==> config.mk <==
export PLATFORM = sky130hd
export DESIGN_NAME = window_sequencer_flat
export DESIGN_NICKNAME = d
export VERILOG_FILES = /design/src/rtl/window_sequencer_pkg.sv /design/src/rtl/window_sequencer_if.sv /design/src/rtl/window_sequencer_pix_counter.sv /design/src/rtl/window_sequencer.sv /design/src/flat_wrapper.sv
export SDC_FILE = /design/constraint.sdc
export NUM_CORES = 1
export LEC_CHECK = 0
export ABC_CLOCK_PERIOD_IN_PS = 3430
export CAP_MARGIN = 15
export CORE_ASPECT_RATIO = 1.2
export CORE_MARGIN = 2
export CORE_UTILIZATION = 60
export DETAILED_ROUTE_END_ITERATION = 6
export GPL_TIMING_DRIVEN = 0
export HOLD_SLACK_MARGIN = 0.02
export PLACE_DENSITY = 0.84
export RECOVER_POWER = 25
export SYNTH_ARGS = -nofsm -noshare
export SYNTH_HDL_FRONTEND = slang
export SYNTH_SLANG_ARGS = --single-unit
==> constraint.sdc <==
create_clock -name clk -period 3.43 [get_ports clk]
set_input_delay 0.686 -clock clk [delete_from_list [all_inputs] [get_ports clk]]
set_output_delay 0.686 -clock clk [all_outputs]
set_load 0.02 [all_outputs]
==> src/rtl/window_sequencer_pkg.sv <==
// Shared definitions for the window sequencer: FSM state encoding and default geometry.
package window_sequencer_pkg;

    localparam int unsigned DEF_IMG_WIDTH  = 640;
    localparam int unsigned DEF_IMG_HEIGHT = 480;
    localparam int unsigned DEF_CNT_WIDTH  = 10;

    typedef enum logic [1:0] {
        IDLE,
        FILL,
        RUN,
        DONE
    } seq_state_e;

endpackage

==> src/rtl/window_sequencer_if.sv <==
// Pixel-stream / window-control bundle between the source, sequencer and line buffer.
// drop_cnt exists only when DROP_CNT_EN is defined.
interface window_sequencer_if #(
    parameter int unsigned CNT_WIDTH = 10
);
    logic                 frame_start;
    logic                 pixel_valid;
    logic                 buf_shift_en;
    logic                 pixel_edge;
    logic                 window_valid;
    logic [CNT_WIDTH-1:0] win_col;
    logic [CNT_WIDTH-1:0] win_row;
    logic                 busy;
    logic                 frame_done;
`ifdef DROP_CNT_EN
    logic [15:0]          drop_cnt;
`endif

    modport master (
        output frame_start, pixel_valid,
        input  buf_shift_en, pixel_edge, window_valid, win_col, win_row, busy,
`ifdef DROP_CNT_EN
        input  drop_cnt,
`endif
        input  frame_done
    );

    modport slave (
        input  frame_start, pixel_valid,
        output buf_shift_en, pixel_edge, window_valid, win_col, win_row, busy,
`ifdef DROP_CNT_EN
        output drop_cnt,
`endif
        output frame_done
    );

endinterface

==> src/rtl/window_sequencer_pix_counter.sv <==
// Column/row position counter with column wrap; clr_i forces the current position to (0,0)
// so a pixel arriving together with the clear is counted as the first pixel.
module pix_counter
    import window_sequencer_pkg::*;
#(
    parameter int unsigned IMG_WIDTH = DEF_IMG_WIDTH,
    parameter int unsigned CNT_WIDTH = DEF_CNT_WIDTH
) (
    input  logic                 clk,
    input  logic                 rst,
    input  logic                 clr_i,
    input  logic                 inc_i,
    output logic [CNT_WIDTH-1:0] col_o,
    output logic [CNT_WIDTH-1:0] row_o,
    output logic                 last_col_o
);
    localparam logic [CNT_WIDTH-1:0] COL_LAST = CNT_WIDTH'(IMG_WIDTH - 1);

    logic [CNT_WIDTH-1:0] col_q, col_d;
    logic [CNT_WIDTH-1:0] row_q, row_d;

    always_comb begin
        col_o      = clr_i ? '0 : col_q;
        row_o      = clr_i ? '0 : row_q;
        last_col_o = (col_o == COL_LAST);
        col_d      = col_o;
        row_d      = row_o;
        if (inc_i) begin
            if (last_col_o) begin
                col_d = '0;
                row_d = row_o + CNT_WIDTH'(1);
            end else begin
                col_d = col_o + CNT_WIDTH'(1);
            end
        end
    end

    always_ff @(posedge clk or posedge rst) begin
        if (rst) begin
            col_q <= '0;
            row_q <= '0;
        end else begin
            col_q <= col_d;
            row_q <= row_d;
        end
    end

endmodule

==> src/rtl/window_sequencer.sv <==
// Sequences a raster pixel stream into 3x3 interior window strobes for a 3-line buffer.
// Define DROP_CNT_EN to add a saturating counter of pixels ignored outside a frame.
module window_sequencer
    import window_sequencer_pkg::*;
#(
    parameter int unsigned IMG_WIDTH  = DEF_IMG_WIDTH,
    parameter int unsigned IMG_HEIGHT = DEF_IMG_HEIGHT,
    parameter int unsigned CNT_WIDTH  = DEF_CNT_WIDTH
) (
    input  logic              clk,
    input  logic              rst,
    window_sequencer_if.slave seq
);
    localparam logic [CNT_WIDTH-1:0] ROW_LAST = CNT_WIDTH'(IMG_HEIGHT - 1);
    localparam logic [CNT_WIDTH-1:0] ONE      = CNT_WIDTH'(1);
    localparam logic [CNT_WIDTH-1:0] TWO      = CNT_WIDTH'(2);

    seq_state_e           state_q, state_d;
    logic                 accept;
    logic [CNT_WIDTH-1:0] col, row;
    logic                 last_col;
    logic                 wv_q, wv_d;
    logic [CNT_WIDTH-1:0] win_col_q, win_col_d;
    logic [CNT_WIDTH-1:0] win_row_q, win_row_d;

    // frame_start opens the frame in the same cycle, so a coincident pixel is taken as (0,0)
    assign accept = seq.pixel_valid &&
                    (seq.frame_start || state_q == FILL || state_q == RUN);

    pix_counter #(
        .IMG_WIDTH (IMG_WIDTH),
        .CNT_WIDTH (CNT_WIDTH)
    ) u_pix_counter (
        .clk        (clk),
        .rst        (rst),
        .clr_i      (seq.frame_start),
        .inc_i      (accept),
        .col_o      (col),
        .row_o      (row),
        .last_col_o (last_col)
    );

    always_comb begin
        state_d   = state_q;
        wv_d      = accept && (row >= TWO) && (col >= TWO);
        win_col_d = wv_d ? (col - ONE) : win_col_q;
        win_row_d = wv_d ? (row - ONE) : win_row_q;
        if (seq.frame_start) begin
            state_d = FILL;
        end else begin
            unique case (state_q)
                IDLE: state_d = IDLE;
                FILL: if (accept && last_col && row == ONE)      state_d = RUN;
                RUN:  if (accept && last_col && row == ROW_LAST) state_d = DONE;
                DONE: state_d = IDLE;
                default: state_d = IDLE;
            endcase
        end
    end

    always_ff @(posedge clk or posedge rst) begin
        if (rst) begin
            state_q   <= IDLE;
            wv_q      <= 1'b0;
            win_col_q <= '0;
            win_row_q <= '0;
        end else begin
            state_q   <= state_d;
            wv_q      <= wv_d;
            win_col_q <= win_col_d;
            win_row_q <= win_row_d;
        end
    end

    assign seq.buf_shift_en = accept;
    assign seq.pixel_edge   = accept && (col == '0);
    assign seq.window_valid = wv_q;
    assign seq.win_col      = win_col_q;
    assign seq.win_row      = win_row_q;
    assign seq.busy         = (state_q == FILL) || (state_q == RUN);
    assign seq.frame_done   = (state_q == DONE);

`ifdef DROP_CNT_EN
    logic [15:0] drop_q, drop_d;

    always_comb begin
        drop_d = drop_q;
        if (seq.pixel_valid && !accept && drop_q != '1) begin
            drop_d = drop_q + 16'd1;
        end
    end

    always_ff @(posedge clk or posedge rst) begin
        if (rst) begin
            drop_q <= '0;
        end else begin
            drop_q <= drop_d;
        end
    end

    assign seq.drop_cnt = drop_q;
`endif

endmodule

==> src/flat_wrapper.sv <==
// flat-port wrapper written by rule: the top's interface ports become plain ports
module window_sequencer_flat import window_sequencer_pkg::*;
#(
    parameter int unsigned IMG_WIDTH  = DEF_IMG_WIDTH,
    parameter int unsigned IMG_HEIGHT = DEF_IMG_HEIGHT,
    parameter int unsigned CNT_WIDTH  = DEF_CNT_WIDTH
)
  (clk, rst, seq_frame_start, seq_pixel_valid, seq_buf_shift_en, seq_pixel_edge, seq_window_valid, seq_win_col, seq_win_row, seq_busy, seq_frame_done);
  window_sequencer_if #(.CNT_WIDTH(CNT_WIDTH)) seq_i ();
  input  logic clk;
  input  logic rst;
  input wire logic [$bits(seq_i.frame_start)-1:0] seq_frame_start;
  input wire logic [$bits(seq_i.pixel_valid)-1:0] seq_pixel_valid;
  output wire logic [$bits(seq_i.buf_shift_en)-1:0] seq_buf_shift_en;
  output wire logic [$bits(seq_i.pixel_edge)-1:0] seq_pixel_edge;
  output wire logic [$bits(seq_i.window_valid)-1:0] seq_window_valid;
  output wire logic [$bits(seq_i.win_col)-1:0] seq_win_col;
  output wire logic [$bits(seq_i.win_row)-1:0] seq_win_row;
  output wire logic [$bits(seq_i.busy)-1:0] seq_busy;
  output wire logic [$bits(seq_i.frame_done)-1:0] seq_frame_done;
  assign seq_i.frame_start = seq_frame_start;
  assign seq_i.pixel_valid = seq_pixel_valid;
  assign seq_buf_shift_en = seq_i.buf_shift_en;
  assign seq_pixel_edge = seq_i.pixel_edge;
  assign seq_window_valid = seq_i.window_valid;
  assign seq_win_col = seq_i.win_col;
  assign seq_win_row = seq_i.win_row;
  assign seq_busy = seq_i.busy;
  assign seq_frame_done = seq_i.frame_done;
  window_sequencer #(.IMG_WIDTH(IMG_WIDTH), .IMG_HEIGHT(IMG_HEIGHT), .CNT_WIDTH(CNT_WIDTH)) u_core (.clk(clk), .rst(rst), .seq(seq_i));
endmodule
---- Yosys cells after proc, flatten, opt, wreduce, memory -nomap -nowiden ----
Index checks and enable logic that the tools add are counted.
word-level totals
  bits in registers ....................... 43
  output and inout bits ................... 25
  word-level logic and storage cells ...... 44
cells by class
  add/subtract/negate cells ............... 4
  magnitude comparators ................... 2
  equal/unequal tests ..................... 8
  muxes and demuxes ....................... 10
  reductions and logical operators ........ 14
operators by type and width
  operator                 number
  $mux W10                 6
  $add A10 B1 Y10 const B  2
  $ge A10 B2 Y1 const B    2
  $sub A10 B1 Y10 const B  2
  $eq A10 B1 Y1 const B    1
  $eq A10 B10 Y1 const B   1
  $eq A10 B9 Y1 const B    1
  $logic_not A10 Y1        1
  $logic_and A1 B1 Y1      7
  $mux W2                  3
  $pmux W2 S3              1
  $eq A2 B2 Y1 const B     2
  $logic_or A1 B1 Y1       3
  $ne A3 B2 Y1 const B     1
  $ne A3 B3 Y1 const B     1
  $eq A2 B1 Y1 const B     1
  $logic_not A2 Y1         1
  $reduce_and A2 Y1        1
  $reduce_or A2 Y1         1

---- Longest topological paths before layout ----
  word-level depth ........................ 9
  depth in mapped cells ................... 12

---- Modules after synthesis ----
Synthesis repeated with hierarchy kept, for this count alone.
second synthesis, totals
  cells, all modules ...................... 235
  area, all modules ....................... 2533.7 um^2
by module, submodules not included
  module            times used  cells an instance  area an instance (um^2)  seq. area each (um^2)
  window_sequencer  1           126                1417.6                   575.6
  pix_counter       1           109                1116.1                   500.5

---- Worst setup path before layout ----
Ideal clock, no wire load.
  kind .................................... input port to flip-flop
  start ................................... input seq_frame_start
  end ..................................... register u_core.state_q[1]
  setup time .............................. 125 ps
  arrival time ............................ 2444 ps
  data required time ...................... 3305 ps
  path slack .............................. 861 ps
  cell stages on the path ................. 9
  buffers on the path ..................... 2
  cells stage by stage .................... clkbuf_1 -> nor2b_1 -> ha_1 -> nand3b_1 -> nor4bb_1 -> buf_2 -> nand3_1 -> a32o_2 -> mux2_4
between the ends
  word-level cells in the longest chain between the ends .. 7
RTL lines
  element                                                           RTL line                text
  from (decl)                                                       flat_wrapper.sv:12      input wire logic [$bits(seq_i.frame_start)-1:0] seq_frame_start;
  parallel branches: the longest is 7 deep, another holds $mux W10  n/a
  to (signal assigned)                                              window_sequencer.sv:68  state_q <= state_d;
  to (decl)                                                         window_sequencer.sv:18  seq_state_e state_q, state_d;
Parallel ways; which one is timed is not known.
A chain may end at the register's enable or synchronous reset.

---- Worst setup path in the final report ----
  start ................................... register u_core.u_pix_counter.col_q[4]
  end ..................................... output seq_pixel_edge
between the ends
  word-level cells in the longest chain between the ends .. 3
RTL lines
  element                 RTL line                            text
  from (decl)             window_sequencer_pix_counter.sv:19  logic [CNT_WIDTH-1:0] col_q, col_d;
  from (signal assigned)  window_sequencer_pix_counter.sv:43  col_q <= col_d;
  $mux W10                window_sequencer_pix_counter.sv:23  col_o = clr_i ? '0 : col_q;
  $logic_not A10 Y1       window_sequencer.sv:76              assign seq.pixel_edge = accept && (col == '0);
  $logic_and A1 B1 Y1     window_sequencer.sv:76
  to (decl)               flat_wrapper.sv:15                  output wire logic [$bits(seq_i.pixel_edge)-1:0] seq_pixel_edge;
Every way passes these cells.

==> flow_metrics.py <==
metrics = {
    "global_route": {
        "antenna_found_initial": 0,
        "grt_pass1_wl_um": 9010,
        "grt_pass1_vias": 1935,
        "track_usage_pct": 24.6,
        "grt_max_degree": 44,
        "overflow": 0,
    },
    "routing": {
        "finalWirelength_um": 5360,
        "drt_iter0_markers": 115,
        "drc": 0,
        "wl_per_cell_um": 14.7,
        "vias": 2055,
        "drt-vias-per-instance": 5.65,
        "drtPass1Iterations": 4,
        "postRouteAntennaNets": 0,
    },
    "critical_path": {
        "critPathRequiredTime_ns": 2.74,
        "crit_buf_inv": 3,
        "crit_path_start_kind": "flop",
        "path_max_fanout": 9,
        "crit_family": "buffers and inverters",
        "slowest_delay_ns": 0.60,
        "arrival_ns": 2.45,
        "endpoint_kind": "output port",
        "cp_cell_sequence": "buf_2 -> or4_1 -> clkbuf_1 -> nor3_2 -> o211a_1 -> clkdlybuf4s50_1",
        "slowest_stage": "clkdlybuf4s50_1",
        "path_class": "reg -> out",
    },
    "power_and_ir_drop": {
        "power.density_nw_per_um2": 422,
        "p_leak_nw": 1.39,
        "ir_drop_v": 0.000359,
        "finalPower_w": 0.00126,
    },
    "timing": {
        "hold_slack_ns": 0.482,
        "finalSetupViolCount": 0,
        "fin_crit_sh_pct": 91.5,
        "maxSlewHeadroom_pct": -5.56,
        "worst_pin_slew_ns": 1.58,
        "fin_crit_ns": 3.14,
        "slew_viol_final": 44,
        "fin_skew_ns": 0.00460,
        "rsz0062_at_grt": "false",
        "fmax_ghz": 0.319,
        "hold_viol_final": 0,
    },
    "clock_network": {
        "cts_sinks": 43,
        "cts_root_buf": "clkbuf_8",
        "ctsResizeCount": 5,
        "clock_latency_ns": 0.30,
        "postCtsSetupBuffers": 0,
        "max-clock-path-buffers": 2,
        "clkTransAtPathRegs_ns": 0.08,
        "htreeDepth": 2,
        "cts_tree": "built",
        "cts_buffers": 5,
        "cts_hold_buf": 0,
    },
    "yosys": {
        "ys_ff_latch": 43,
        "syn_area_um2": 2500,
        "yosysUniqueCellTypes": 49,
        "synth_top_cell_area_share_pct": 43.0,
        "syn_nets": 290,
        "async_reset_ff_share_pct": 100,
        "synth_cells": 274,
        "synth_edf_count": 0,
        "ys_warn_count": 0,
        "ys_top_cells_by_area": "dfrtp_1 43%, xor2_1 6.3%, ha_1 6.0%",
        "yosysSeqAreaShare_pct": 43.0,
        "syn_avg_cell_area_um2": 9.14,
        "synth_flop_cell": "dfrtp_1",
        "synth_area_leader_cell": "dfrtp_1",
    },
    "finish": {
        "drive_gt1_share_pct": 11.6,
        "nNetsFinal": 325,
        "multiInputGateArea_um2": 1280,
        "fillCellCount": 289,
        "area_growth_pct": 19.2,
        "final_cell_count_no_fill": 364,
        "ff_latch_area_um2": 1080,
        "antenna-diode-count": 0,
    },
    "die": {
        "die_w_um": 63.0,
        "die_height_um": 74.8,
        "num_io_pins": 29,
        "core_area_um2": 3970,
        "row_count": 25,
        "dieArea_um2": 4710,
        "initial_core_util_pct": 63.0,
    },
    "place": {
        "dp_cells": 356,
        "gp_congestion": 0.885,
        "port-buffer-count": 28,
        "hpwlAfterDp_um": 3710,
    },
    "min_path": {
        "hold_path_class": "reg -> reg",
    },
    "status": {
        "status": "finished, violations left",
        "failed_checks": "max-capacitance violations, max-slew violations",
    },
    "job": {
        "max_cap_violations": 1,
    },
}
==> registers in the layout, indices dropped and copies added (netlist names) <==
| name | cells |
|---|---|
| u_core.u_pix_counter.col_q | 10 |
| u_core.state_q | 2 |
| u_core.seq.window_valid | 1 |
| u_core.seq.win_row | 10 |
| u_core.u_pix_counter.row_q | 10 |
| u_core.seq.win_col | 10 |
==> stage by stage <==
stage | util (%) | instance area (µm²) | setup WS (ns) | TNS, ns
after floorplan | - | 2500 | 0.861 | 0
after global placement | 71.8 | 2850 | -0.259 | -1.40
after detailed placement | 71.8 | 2850 | -0.278 | -2.32
after CTS | 75.1 | 2980 | 0.0327 | 0
after global routing | 75.1 | 2990 | 0.164 | 0
final | 75.1 | 2990 | 0.292 | 0
==> worst reg2reg max path, delay by kind of cell (launching register included) <==
| kind | cells | cell delay, ns |
|---|---|---|
| mux | 1 | 0.30 |
| buf+inv | 2 | 0.41 |
| simple gates | 4 | 0.79 |
| compound gates | 1 | 0.28 |
| flops | 1 | 0.43 |
| fa+ha+maj | 1 | 0.19 |
==> final cells by class <==
cell class / instances / area share [%]
clock buffer: 6 / 2.77
sequential: 43 / 36.0
timing repair buffer: 28 / 9.47
buffer: 19 / 3.73
multi-input combinational: 199 / 42.9
inverter: 13 / 1.63
clock inverter: 2 / 1.17
tap: 54 / 2.26
==> placed cells by master, fill, tap and decap left out, drive strengths merged, types with 2 or more instances in the layout <==
master | Yosys | final
xor2 | 18 | 18
or2 | 2 | 2
or4 | 3 | 3
o21ai | 19 | 19
buf | 12 | 12
clkbuf | 7 | 13
ha | 12 | 12
nor4 | 6 | 6
dfrtp | 43 | 43
mux2i | 2 | 2
nor2b | 4 | 4
nor3 | 9 | 9
clkdlybuf4s50 | 0 | 26
nand2 | 37 | 37
nand3 | 5 | 5
a21oi | 8 | 8
inv | 12 | 12
and3 | 3 | 3
xnor2 | 8 | 8
clkinv | 1 | 2
nor2 | 29 | 29
nor4bb | 2 | 2
mux2 | 4 | 4
nand4 | 7 | 7
o31ai | 7 | 7
==> report_power, final <==
| part | total, W | switching [W] | internal (W) |
|---|---|---|---|
| clock network | 0.000412 | 0.000176 | 0.000236 |
| registers | 0.000556 | 0.0000258 | 0.000531 |
| logic | 0.000293 | 0.000162 | 0.000131 |
==> synth_stat cells (all sizes together), types with 2 or more instances <==
master  number
a21oi        8
and3         3
buf         12
clkbuf       7
dfrtp       43
ha          12
inv         12
mux2         4
mux2i        2
nand2       37
nand3        5
nand4        7
nor2        29
nor2b        4
nor3         9
nor4         6
nor4bb       2
o21ai       19
o31ai        7
or2          2
or4          3
xnor2        8
xor2        18
==> final timing paths <==
path	cells after the start	slack [ns]	startpoint	endpoint
worst max register to register	9	0.93	u_core.u_pix_counter.col_q[0]	u_core.state_q[1]
min in group asynchronous	2	1.31	rst	u_core.seq.win_row[2]
max in group asynchronous	2	1.20	rst	u_core.state_q[0]
worst max-delay path	6	0.29	u_core.u_pix_counter.col_q[4]	seq_pixel_edge
worst min-delay path	2	0.48	u_core.seq.win_col[8]	u_core.seq.win_col[8]
worst min register to register	2	0.48	u_core.seq.win_col[8]	u_core.seq.win_col[8]
==> per-layer routing <==
metal	track usage, %	routed length, µm	vias to the layer above
li1	-	-	993
met1	32.0	2340	978
met2	40.9	2650	73
met3	3.29	272	11
met4	13.1	99	0
met5	0	0	-
==> logic make-up after synthesis <==
group	share of synthesized area (%)
AND/OR/NAND/NOR	23.3
buffers and inverters	6.15
multiplexers	2.75
XOR/XNOR	9.10
adder cells (fa/ha/maj)	6.00
AO/OA/AOI/OAI	9.70
flip-flops	43.0
Note: power is estimated with default switching activity, not from simulation.
